### src/rtl/seven_seg_scanner.sv
`timescale 1ns/1ps
// seven_seg_scanner
// Time-multiplexed driver for a common-anode seven-segment bank. Each
// digit owns a slot of PRESCALE clocks. The first BLANK_CYCLES clocks of
// every slot keep all anodes off so the previous digit's pattern cannot
// ghost. Register writes are staged and only reach the display registers
// at a frame boundary, so a frame is never drawn from mixed data.
//
// Optional feature: define SEVEN_SEG_LZB_EN to enable leading-zero blanking.
//
// Ports:
//   clk        system clock
//   rst_n      synchronous reset, active-low
//   value      4*N_DIGITS hex nibbles, nibble i -> digit i
//   dp_in      decimal point per digit (1 = lit)
//   digit_en   per-digit enable (1 = digit may light)
//   load       capture value/dp_in/digit_en this cycle
//   pending    staged data waiting for the next frame boundary
//   frame_tick one-cycle pulse after the last slot of a frame
//   seg        segments, seg[6]=g .. seg[0]=a
//   dp         decimal point
//   an         anodes, an[i] selects digit i
module seven_seg_scanner #(
  parameter int N_DIGITS     = 8,
  parameter int PRESCALE     = 16384,
  parameter int BLANK_CYCLES = 64,
  parameter int ACTIVE_LOW   = 1
) (
  input  logic                  clk,
  input  logic                  rst_n,
  input  logic [4*N_DIGITS-1:0] value,
  input  logic [N_DIGITS-1:0]   dp_in,
  input  logic [N_DIGITS-1:0]   digit_en,
  input  logic                  load,
  output logic                  pending,
  output logic                  frame_tick,
  output logic [6:0]            seg,
  output logic                  dp,
  output logic [N_DIGITS-1:0]   an
);

  localparam int PW = (PRESCALE > 1) ? $clog2(PRESCALE) : 1;
  localparam int IW = (N_DIGITS > 1) ? $clog2(N_DIGITS) : 1;
  localparam logic [PW-1:0] PCNT_LAST = PW'(PRESCALE - 1);
  localparam logic [PW-1:0] BLANK_END = PW'(BLANK_CYCLES);
  localparam logic [IW-1:0] IDX_LAST  = IW'(N_DIGITS - 1);
  localparam logic          POL       = (ACTIVE_LOW != 0);

  logic [PW-1:0]         pcnt;
  logic [IW-1:0]         idx;
  logic                  slot_end;
  logic                  boundary;

  logic [4*N_DIGITS-1:0] disp_val, stg_val;
  logic [N_DIGITS-1:0]   disp_dp, stg_dp;
  logic [N_DIGITS-1:0]   disp_en, stg_en;

  logic [3:0]            cur_nib;
  logic                  cur_en;
  logic                  cur_dp;
  logic                  suppress;
  logic                  lit;
  logic [N_DIGITS-1:0]   an_hi;
  logic [6:0]            seg_hi;

  function automatic logic [6:0] hex7(input logic [3:0] h);
    case (h)
      4'h0: hex7 = 7'b0111111;
      4'h1: hex7 = 7'b0000110;
      4'h2: hex7 = 7'b1011011;
      4'h3: hex7 = 7'b1001111;
      4'h4: hex7 = 7'b1100110;
      4'h5: hex7 = 7'b1101101;
      4'h6: hex7 = 7'b1111101;
      4'h7: hex7 = 7'b0000111;
      4'h8: hex7 = 7'b1111111;
      4'h9: hex7 = 7'b1101111;
      4'hA: hex7 = 7'b1110111;
      4'hB: hex7 = 7'b1111100;
      4'hC: hex7 = 7'b0111001;
      4'hD: hex7 = 7'b1011110;
      4'hE: hex7 = 7'b1111001;
      4'hF: hex7 = 7'b1110001;
    endcase
  endfunction

  assign slot_end = (pcnt == PCNT_LAST);
  assign boundary = slot_end && (idx == IDX_LAST);

  always_ff @(posedge clk) begin
    if (!rst_n) begin
      pcnt <= '0;
      idx  <= '0;
    end else if (slot_end) begin
      pcnt <= '0;
      idx  <= (idx == IDX_LAST) ? '0 : idx + 1'b1;
    end else begin
      pcnt <= pcnt + 1'b1;
    end
  end

  // A load on the boundary cycle goes straight to the display registers;
  // anything staged earlier in the frame is superseded by it.
  always_ff @(posedge clk) begin
    if (!rst_n) begin
      pending  <= 1'b0;
      disp_val <= '0;
      disp_dp  <= '0;
      disp_en  <= '1;
      stg_val  <= '0;
      stg_dp   <= '0;
      stg_en   <= '0;
    end else if (boundary) begin
      if (load) begin
        disp_val <= value;
        disp_dp  <= dp_in;
        disp_en  <= digit_en;
      end else if (pending) begin
        disp_val <= stg_val;
        disp_dp  <= stg_dp;
        disp_en  <= stg_en;
      end
      pending <= 1'b0;
    end else if (load) begin
      stg_val <= value;
      stg_dp  <= dp_in;
      stg_en  <= digit_en;
      pending <= 1'b1;
    end
  end

  always_comb begin
    cur_nib = '0;
    cur_en  = 1'b0;
    cur_dp  = 1'b0;
    for (int i = 0; i < N_DIGITS; i++) begin
      if (idx == IW'(i)) begin
        cur_nib = disp_val[i*4 +: 4];
        cur_en  = disp_en[i];
        cur_dp  = disp_dp[i];
      end
    end
  end

`ifdef SEVEN_SEG_LZB_EN
  // zero_from[i]: digit i and every digit above it read as zero, with
  // disabled digits counting as zero.
  logic [N_DIGITS-1:0] zero_from;
  logic                zero_run;

  always_comb begin
    zero_from = '0;
    zero_run  = 1'b1;
    for (int i = N_DIGITS - 1; i >= 0; i--) begin
      zero_run     = zero_run && (!disp_en[i] || (disp_val[i*4 +: 4] == 4'h0));
      zero_from[i] = zero_run;
    end
  end

  always_comb begin
    suppress = 1'b0;
    for (int i = 1; i < N_DIGITS; i++) begin
      if (idx == IW'(i)) suppress = zero_from[i];
    end
  end
`else
  assign suppress = 1'b0;
`endif

  assign lit    = (pcnt >= BLANK_END) && cur_en && !suppress;
  assign seg_hi = lit ? hex7(cur_nib) : 7'b0000000;

  always_comb begin
    an_hi = '0;
    for (int i = 0; i < N_DIGITS; i++) begin
      an_hi[i] = lit && (idx == IW'(i));
    end
  end

  always_ff @(posedge clk) begin
    if (!rst_n) begin
      an         <= {N_DIGITS{POL}};
      seg        <= {7{POL}};
      dp         <= POL;
      frame_tick <= 1'b0;
    end else begin
      an         <= an_hi ^ {N_DIGITS{POL}};
      seg        <= seg_hi ^ {7{POL}};
      dp         <= (lit && cur_dp) ^ POL;
      frame_tick <= boundary;
    end
  end

endmodule

### config.mk
export PLATFORM = sky130hd
export DESIGN_NAME = seven_seg_scanner
export DESIGN_NICKNAME = d
export VERILOG_FILES = /design/src/rtl/seven_seg_scanner.sv
export SDC_FILE = /design/constraint.sdc
export NUM_CORES = 1
export LEC_CHECK = 0
export BUFFER_PORTS_ARGS = -buffer_cell sky130_fd_sc_hd__buf_2
export CORE_ASPECT_RATIO = 1.1
export CORE_MARGIN = 8
export CORE_UTILIZATION = 60
export CTS_BUF_LIST = sky130_fd_sc_hd__clkbuf_2
export DETAILED_ROUTE_END_ITERATION = 8
export PLACE_DENSITY = 0.83
export SKIP_LAST_GASP = 1
export SYNTH_ARGS = -nofsm -noshare
export SYNTH_HDL_FRONTEND = slang
export SYNTH_SLANG_ARGS = --single-unit
### constraint.sdc
create_clock -name clk -period 3.12 [get_ports clk]
set_input_delay 0.624 -clock clk [delete_from_list [all_inputs] [get_ports clk]]
set_output_delay 0.624 -clock clk [all_outputs]
set_load 0.03 [all_outputs]
## Word level (Yosys, flattened, before mapping)

Memory sizes are Yosys's and may differ from the RTL's.
Cells that the tools add are included.

- Flip-flop bits (word level): 131
- Memory bits (read-only): 112
- Bits of input ports: 51
- Memories: 1

Memories:

| memory | words | bits a word | rd ports | clocked after Yosys merged registers in | wr ports | RTL line | text |
|---|---|---|---|---|---|---|---|
| (no name shown) | 16 | 7 | 1 | 0 | 0 | 67 | `case (h)` |

- Add/subtract/negate cells: 2
- $lt $le $gt $ge: 1
- Eq/ne operators: 8
- Muxes and demuxes: 32
- Bitwise operators: 5
- Reductions and logical operators: 17

Operators with widths:

| operator | number |
|---|---|
| 32-bit 2-to-1 mux | 2 |
| 4-bit 2-to-1 mux | 8 |
| 8-bit 2-to-1 mux | 4 |
| 1-bit 2-to-1 mux | 16 |
| 14-bit by 1-bit adder with 14-bit output, second input constant | 1 |
| 14-bit equality test, second input constant | 1 |
| 14-bit by 7-bit >= comparator with 1-bit output, second input constant | 1 |
| 3-bit equality test, second input constant | 4 |
| 1-bit logical AND | 11 |
| 8-bit NOT | 1 |
| 7-bit 2-to-1 mux | 1 |
| 7-bit NOT | 1 |
| 3-bit by 2-bit equality test with 1-bit output, second input constant | 2 |
| 2-bit AND reduction | 2 |
| 2-bit OR reduction | 2 |
| 3-bit by 1-bit adder with 3-bit output, second input constant | 1 |
| 3-bit by 1-bit equality test with 1-bit output, second input constant | 1 |
| 3-bit zero test | 1 |
| 3-bit 2-to-1 mux | 1 |
| 1-bit NOT | 3 |
| 2-bit nonzero test | 1 |

## Longest topological paths before layout

Gate-level depths: netlist (run 1).

- Word-level depth: 12
- Gate-level depth with buffers: 12

## Worst setup path before layout (run 1)

Ideal clock, no wire load.

- Kind: reg-to-reg
- From: register idx[0]
- To: register seg[5]
- Library setup time: 134 ps
- Arrival time: 2336 ps
- Slack: 651 ps
- Stages on the path, launching flop included: 11
- Buffers on the path: 2
- Path through: dfxtp_1 > ha_1 > ha_1 > clkbuf_1 > clkbuf_1 > a221oi_1 > a21oi_1 > inv_1 > ha_1 > mux2i_1 > o221ai_1

- Longest elaborated chain between the ends: 12
- Elaborated cells on any way between the ends: 28
- Those cells by class: eq/ne: 7; mux: 17; bitwise: 1; reduce/logical: 2; memory: 1

RTL lines:

| what | RTL line | text |
|---|---|---|
| start, declared | 50 | `logic [IW-1:0] idx;` |
| start signal, assigned | 96 | `idx <= (idx == IDX_LAST) ? '0 : idx + 1'b1;` |
| 3-bit zero test | 137 | `if (idx == IW'(i)) begin` |
| 4-bit 2-to-1 mux / 1-bit 2-to-1 mux (equally long branches) (8 in series) | 137 |  |
| memory 16 x 7 bit / 1-bit logical AND (equally long branches) | n/a |  |
| 7-bit 2-to-1 mux * | 171 | `assign seg_hi = lit ? hex7(cur_nib) : 7'b0000000;` |
| 7-bit NOT (no line) * | n/a |  |
| end signal, assigned | 183 | `seg <= {7{POL}};` |
| end signal, assigned | 188 | `seg <= seg_hi ^ {7{POL}};` |
| end, declared | 37 | `output logic [6:0] seg,` |

Mark *: on every way between the ends. The rest lies on a longest branch, timed or not.
A chain may end at the register's enable or synchronous reset.

## Worst setup path after layout (run 1)

- From: register idx[1]
- To: register seg[3]

Same word-level chain as after synthesis.

==> results of run 1 <==
[stage by stage]
stage,area (µm²),hold slack (ns),total power (W),setup WS [ns]
2_1_floorplan,6095,0.4314,0.001898,0.6506
3_3_place_gp,6394,0.4392,0.001955,0.3597
3_5_place_dp,6394,0.4472,0.001969,0.1941
4_1_cts,6623,0.1070,0.002940,0.1874
5_1_grt,6628,0.08832,0.003057,0.003385
6_report,6628,0.1623,0.002916,0.1057
[layout by cell type, fill, tap and decap left out, types with 5 or more instances in the layout]
| cell | instances |
|---|---|
| clkbuf_2 | 18 |
| clkinvlp_4 | 7 |
| a211oi_1 | 10 |
| buf_2 | 67 |
| nor2_1 | 29 |
| mux2i_1 | 45 |
| o211a_1 | 41 |
| o221ai_1 | 9 |
| inv_1 | 14 |
| xor2_1 | 5 |
| buf_4 | 11 |
| xnor2_1 | 6 |
| nand2b_1 | 6 |
| o21ai_0 | 69 |
| dfxtp_1 | 131 |
| a21oi_1 | 13 |
| nor2b_1 | 13 |
| nand3_1 | 58 |
| nand2_1 | 116 |
| ha_1 | 12 |
[worst min-delay path, delay by kind of cell]
kind,cells,cell delay [ns]
buf+inv,1,0.09
simple gates,1,0.05
compound gates,1,0.06
[Yosys cell counts (3+ instances only)]
library cell	count
buf_1	3
dfxtp_1	131
nand2_1	116
ha_1	14
nand3b_1	4
o21ai_0	69
a21oi_1	13
a211oi_1	10
buf_4	5
nor2b_1	13
and3_1	4
clkbuf_1	28
and2_1	4
buf_8	3
o221ai_1	9
nor2_1	29
buf_2	17
xor2_1	5
nor3_1	3
inv_1	14
a21o_1	3
o211a_1	42
xnor2_1	6
nand2b_1	6
nand3_1	58
mux2i_1	45
[repair_timing]
| item | 4_1_cts | 5_1_grt |
|---|---|---|
| gates resized for setup | 0 | 2 |
| endpoints found under the hold margin | 0 | 0 |
| endpoints found under the setup margin | 0 | 5 |
[power groups by stage]
stage | sequential (W) | clock, W | combinational [W]
finish | 0.00174 | 0.000982 | 0.000195
global route | 0.00174 | 0.00109 | 0.000220
CTS | 0.00174 | 0.00100 | 0.000197
detailed placement | 0.00177 | 0 | 0.000197
global placement | 0.00177 | 0 | 0.000186
floorplan | 0.00177 | 0 | 0.000130
[area by class of cell]
cell class / instances / area [µm²] / area share
inverters: 16 / 60.06 / 0.009062
well taps: 120 / 150.1 / 0.02265
clock inverters: 13 / 138.9 / 0.02096
multi-input cells: 491 / 3128 / 0.4720
flip-flops and latches: 131 / 2623 / 0.3957
repair buffers: 79 / 437.9 / 0.06608
clock buffers: 18 / 90.09 / 0.01359
[state kept, by name, summed over array words and instances (netlist names)]
register    flops
disp_en         8
pending         1
disp_val       32
idx             3
an              8
stg_en          8
seg             7
disp_dp         8
stg_dp          8
dp              1
stg_val        32
pcnt           14
frame_tick      1
[cells by family (layout without fill, tap and decap cells)]
kind of cell	after synthesis	after routing	share of synthesized area
simple gates	251	251	0.1905
compound gates	170	170	0.2016
flops	131	131	0.4303
buf+inv	74	126	0.05912
mux	45	45	0.07391
fa+ha+maj	14	14	0.02874
xor+xnor	11	11	0.01581
[routing by layer]
layer,GRT usage,vias to the layer above
met4,0.08439,0
met3,0.05743,22
met1,0.2514,2425
li1,-,2523
met2,0.3363,172
met5,0,-
[worst max path at each step]
stage | startpoint | end | slack (ns) | cells past startpoint
detailed placement | idx[0] | seg[3] | 0.19 | 11
global placement | idx[0] | seg[3] | 0.36 | 11
CTS | idx[0] | seg[3] | 0.19 | 11
finish | idx[1] | seg[3] | 0.11 | 10
global route | idx[1] | seg[3] | 0.003 | 10
floorplan | idx[0] | seg[5] | 0.65 | 10
==> results.cfg, run 1 <==
[routing]
post-route-drc-count = 0
dr.pass1.iters = 5
postRouteAntennaNets = 0
wl_met3_um = 808
wl_met1_um = 5948
drtIter0Drc = 399
drt_wl_total_um = 13620
wl_per_cell_um = 15.69
wl_met2_um = 6601
routed_via_density = 5.924
vias = 5142
routed.top_layer = met4

[timing]
max_freq_mhz = 331.8
setup_tns_ns = 0
maxSlewHeadroom = 0.2900
slew_viol_final = 0
timing.final.hold_violations = 0
fin_crit_ns = 3.014
finClkSkew_ns = 0.02585
min_period_over_period = 0.9661
tightest_slew_ns = 1.065
grt_setup_unrepaired = false
setup_viol = 0

[critical_path]
r2r_end = seg[3]
cp_common_cell = ha_1
r2r_cells = 10
arrival_ns = 3.61
slowest_stage = a21oi_1
cpPeakStageDelay_ns = 0.48
crit_type = flip-flop to flip-flop
worst-path-buf-inv = 2
critPathMaxFanout = 18
crit_family = compound AO/OA/AOI/OAI gates
cp.required_ns = 3.72
worstSetupStartpointType = flip-flop
end_kind = flip-flop
reg2reg_setup_slack_ns = 0.11
path_cells = inv_1 > ha_1 > buf_4 > nor4bb_1 > a221oi_1 > a21oi_1 > ha_1 > o21ai_0 > o2111a_1 > a41oi_1
r2r_start = idx[1]

[finish]
fin_nets = 801
drive_gt1_frac = 0.1591
fin_cells = 868
diodes = 0
syn_to_final_growth_pct = 8.746
fin_util = 0.6702
fillers = 825

[yosys]
synth_fp_nets = 761
synth_edf_count = 0
synth_area_per_cell_um2 = 8.757
yosys.area.top_type = dfxtp_1
synth_flop_cell = dfxtp_1
yosysSeqAreaShare = 0.4303
synth_warnings = 0
synth_cell_types = 60
synth_area_leaders = dfxtp_1 43%, mux2i_1 7.4%, nand2_1 7.1%, o211a_1 6.9%, o21ai_0 5.7%
netlist_instances = 696
ys_ff_latch = 131
netlist_area_um2 = 6095
synth_top_area_frac = 0.4303
ys_async_sr_fraction = 0

[placed_design]
placed_cells = 837
gp_congestion = 0.9330
dp_hpwl_um = 9542
io_buffers = 68

[pwr]
switchingPower_w = 0.0007616
cellInternalPower_w = 0.002154
p_sw_frac = 0.2612
clkPwrFrac = 0.337
worst_ir_drop_vdd_uv = 242.5
pwr-share-comb = 0.067
power_frac_seq = 0.596
p_per_area_nw_per_um2 = 440.0
p_leak_nw = 3.079

[flow_run]
max_cap_violations = 0

[grt]
grt_pass1_vias = 4959
grt_pass1_wl_um = 23140
grt_max_degree = 115
grt.total_usage = 0.2054
antenna_found_initial = 0
gr-total-overflow = 0

[hold_path]
holdPathEnd = stg_dp[6]
hold_path.class = input port to flip-flop
min-delay-start = dp_in[6]
whs_path_depth = 3

[clock_tree]
numClockSinks = 131
clk_latency_ns = 0.67
cts-root-buf = clkbuf_2
postCtsSetupRepairBufs = 0
ctsHtreeMaxLevel = 4
cts_buffers = 17
cts_hold_buf = 0
clkTransAtPathRegs_ns = 0.20
cts_buffer_depth = 2
cts_tree = done

[floorplanning]
io-pin-count = 69
start_util = 0.6163
dieArea_um2 = 13640
die_x_um = 112.1
die_h_um = 121.7
rows = 38
core_area_um2 = 9889

[status]
run_status = completed
(Power assumes the default switching activity.)
==> inputs of run 2 (changes only) <==
--- a/config.mk
+++ b/config.mk
@@ -7,11 +7,11 @@
 export LEC_CHECK = 0
 export BUFFER_PORTS_ARGS = -buffer_cell sky130_fd_sc_hd__buf_2
 export CORE_ASPECT_RATIO = 1.1
-export CORE_MARGIN = 8
 export CORE_UTILIZATION = 60
 export CTS_BUF_LIST = sky130_fd_sc_hd__clkbuf_2
 export DETAILED_ROUTE_END_ITERATION = 8
 export PLACE_DENSITY = 0.83
+export RECOVER_POWER = 50
 export SKIP_LAST_GASP = 1
 export SYNTH_ARGS = -nofsm -noshare
 export SYNTH_HDL_FRONTEND = slang
==> constraint.sdc (replaced) <==
create_clock -name clk -period 3.36 [get_ports clk]
set_input_delay 0.672 -clock clk [delete_from_list [all_inputs] [get_ports clk]]
set_output_delay 0.672 -clock clk [all_outputs]
set_load 0.03 [all_outputs]
==> run 2 against run 1 <==
  * The flow now finishes with violations (design-rule violations, max-capacitance violations, max-slew violations)
  * Via count fell by 1.8%
  * First-iteration DRC count shrank 15%
  * Die area shrank 23%
  * Highest routed layer unchanged
  * Critical path depth increased by 1
  * Routed wire length down 6.5%
  * Sequential share of layout area is 0.73 points higher
  * Final cell count fell by 0.46%
  * Design area fell by 1.8%
  * Largest power group unchanged
  * Power down 12%
  * Flip-flop and latch count is the same
  * Hold slack better by 0.057 ns
  * Fmax up 3.8%
==> results.cfg, run 2 (synthesis gave the netlist of run 1 again) <==
[critical_path]
cpPeakStageDelay_ns = 0.46
reg2reg_setup_slack_ns = 0.46
slowest_stage = ha_1
arrival_ns = 3.49
end_kind = flip-flop
crit_type = flip-flop to flip-flop
r2r_start = idx[1]
cp.required_ns = 3.95
r2r_cells = 11
path_cells = inv_1 > ha_1 > buf_4 > a211oi_1 > o21ai_0 > o221ai_1 > a21oi_1 > ha_1 > o21ai_0 > o2111a_1 > a41oi_1
r2r_end = seg[3]
critPathMaxFanout = 13
worstSetupStartpointType = flip-flop

[pwr]
p_leak_nw = 3.044
worst_ir_drop_vdd_uv = 226.1
p_per_area_nw_per_um2 = 392.3
p_total_w = 0.002553

[status]
run_status = complete, but fails checks
violations = design-rule violations, max-capacitance violations, max-slew violations

[hold_path]
min-delay-start = dp_in[2]
hold_path.class = input port to flip-flop
whs_path_depth = 3
holdPathEnd = stg_dp[2]

[finish]
syn_to_final_growth_pct = 6.775
fillers = 869
largestRegisters = disp_val (32), stg_val (32), pcnt (14)
fin_cells = 864
drive_gt1_frac = 0.1237
layout_commonest_cell = dfxtp_1
fin_nets = 800
final_cell_mix = 131 x dfxtp_1, 116 x nand2_1, 69 x o21ai_0
diodes = 0
stdcell_area_um2 = 6507

[floorplanning]
io-pin-count = 69
core_area_um2 = 9889
start_util = 0.6163
die_x_um = 98.10
dieArea_um2 = 10570
die_h_um = 107.7
rows = 38

[timing]
maxSlewHeadroom = -0.2676
setup_tns_ns = 0
max_freq_mhz = 344.4
min_period_over_period = 0.8641
grt_setup_unrepaired = false
setup_viol = 0
finClkSkew_ns = 0.02516
fin_ws_ns = 0.4567
tightest_slew_ns = 1.901
fin_crit_ns = 2.903
slew_viol_final = 113
timing.final.hold_violations = 0

[grt]
antenna_found_initial = 0
grt_max_degree = 113
grt.total_usage = 0.2519
gr-total-overflow = 0
grt_pass1_vias = 4701
grt_pass1_wl_um = 21250

[clock_tree]
cts-root-buf = clkbuf_2
clk_latency_ns = 0.67
cts_hold_buf = 0
cts_buffer_depth = 2
cts_tree = done
ctsHtreeMaxLevel = 4
clkTransAtPathRegs_ns = 0.17
postCtsSetupRepairBufs = 0
numClockSinks = 131
cts-resized-gates = 0
cts_buffers = 17

[routing]
postRouteAntennaNets = 0
drtIter0Drc = 338
vias = 5047
dr.pass1.iters = 7
post-route-drc-count = 5
wl_per_cell_um = 14.74
drt_wl_total_um = 12740
routed_via_density = 5.841

[placed_design]
gp_congestion = 0.9018
io_buffers = 68
dp_hpwl_um = 8782
placed_cells = 836
placed_cell_area_um2 = 6386
place_ws_ns = 0.5528

[flow_run]
max_cap_violations = 1
-- run 2: changes by cell type in the layout (fill, tap and decap cells not counted), moves of 3 or more --
cell	before	now
clkinvlp_4	7	1
clkinv_2	1	4
buf_2	67	49
clkbuf_1	0	18
-- run 2: layout make-up --
cell class	count	area, µm²	share of cell area
clock buffer	19	95.09	0.01461
clock inverter	9	68.82	0.01057
inverter	16	60.06	0.009229
multi-input combinational	491	3118	0.4791
sequential	131	2623	0.4030
tap	120	150.1	0.02307
timing repair buffer	78	392.9	0.06037
-- run 2: how the worst max path moves through the flow --
stage	from	endpoint	slack (ns)	cells after the start
final	idx[1]	seg[3]	0.46	11
after global routing	idx[0]	seg[3]	0.18	11
after CTS	idx[0]	seg[3]	0.52	11
after detailed placement	idx[0]	seg[3]	0.55	11
after global placement	idx[0]	seg[5]	0.76	9
after floorplan	idx[0]	seg[5]	0.89	10
-- run 2: per-stage QoR --
stage | hold WS (ns) | utilization
after global routing | 0.1674 | 0.6580
after detailed placement | 0.4467 | 0.6457
after CTS | 0.1702 | 0.6623
after floorplan | 0.4314 | -
after global placement | 0.4396 | 0.6457
final | 0.2197 | 0.6580
-- run 2: worst max-delay path: cells and delay by family (launching register included) --
kind	cells	cell delay (ns)
buffers and inverters	2	0.37
adders and majority gates	2	0.75
AOI/OAI and AO/OA	7	1.36
DFF	1	0.36
-- run 2: where the power goes --
part	total, W	internal [W]	switching [W]
Combinational	0.000177	0.0000715	0.000106
Clock	0.000763	0.000243	0.000519
Sequential	0.00161	0.00159	0.0000207
-- run 2: routing by layer --
| metal | track usage | vias up | routed length [µm] |
|---|---|---|---|
| met5 | 0 | - | 0 |
| met4 | 0.09416 | 0 | 251 |
| met3 | 0.07208 | 26 | 730 |
| met2 | 0.4180 | 178 | 6054 |
| li1 | - | 2521 | - |
| met1 | 0.3099 | 2322 | 5699 |
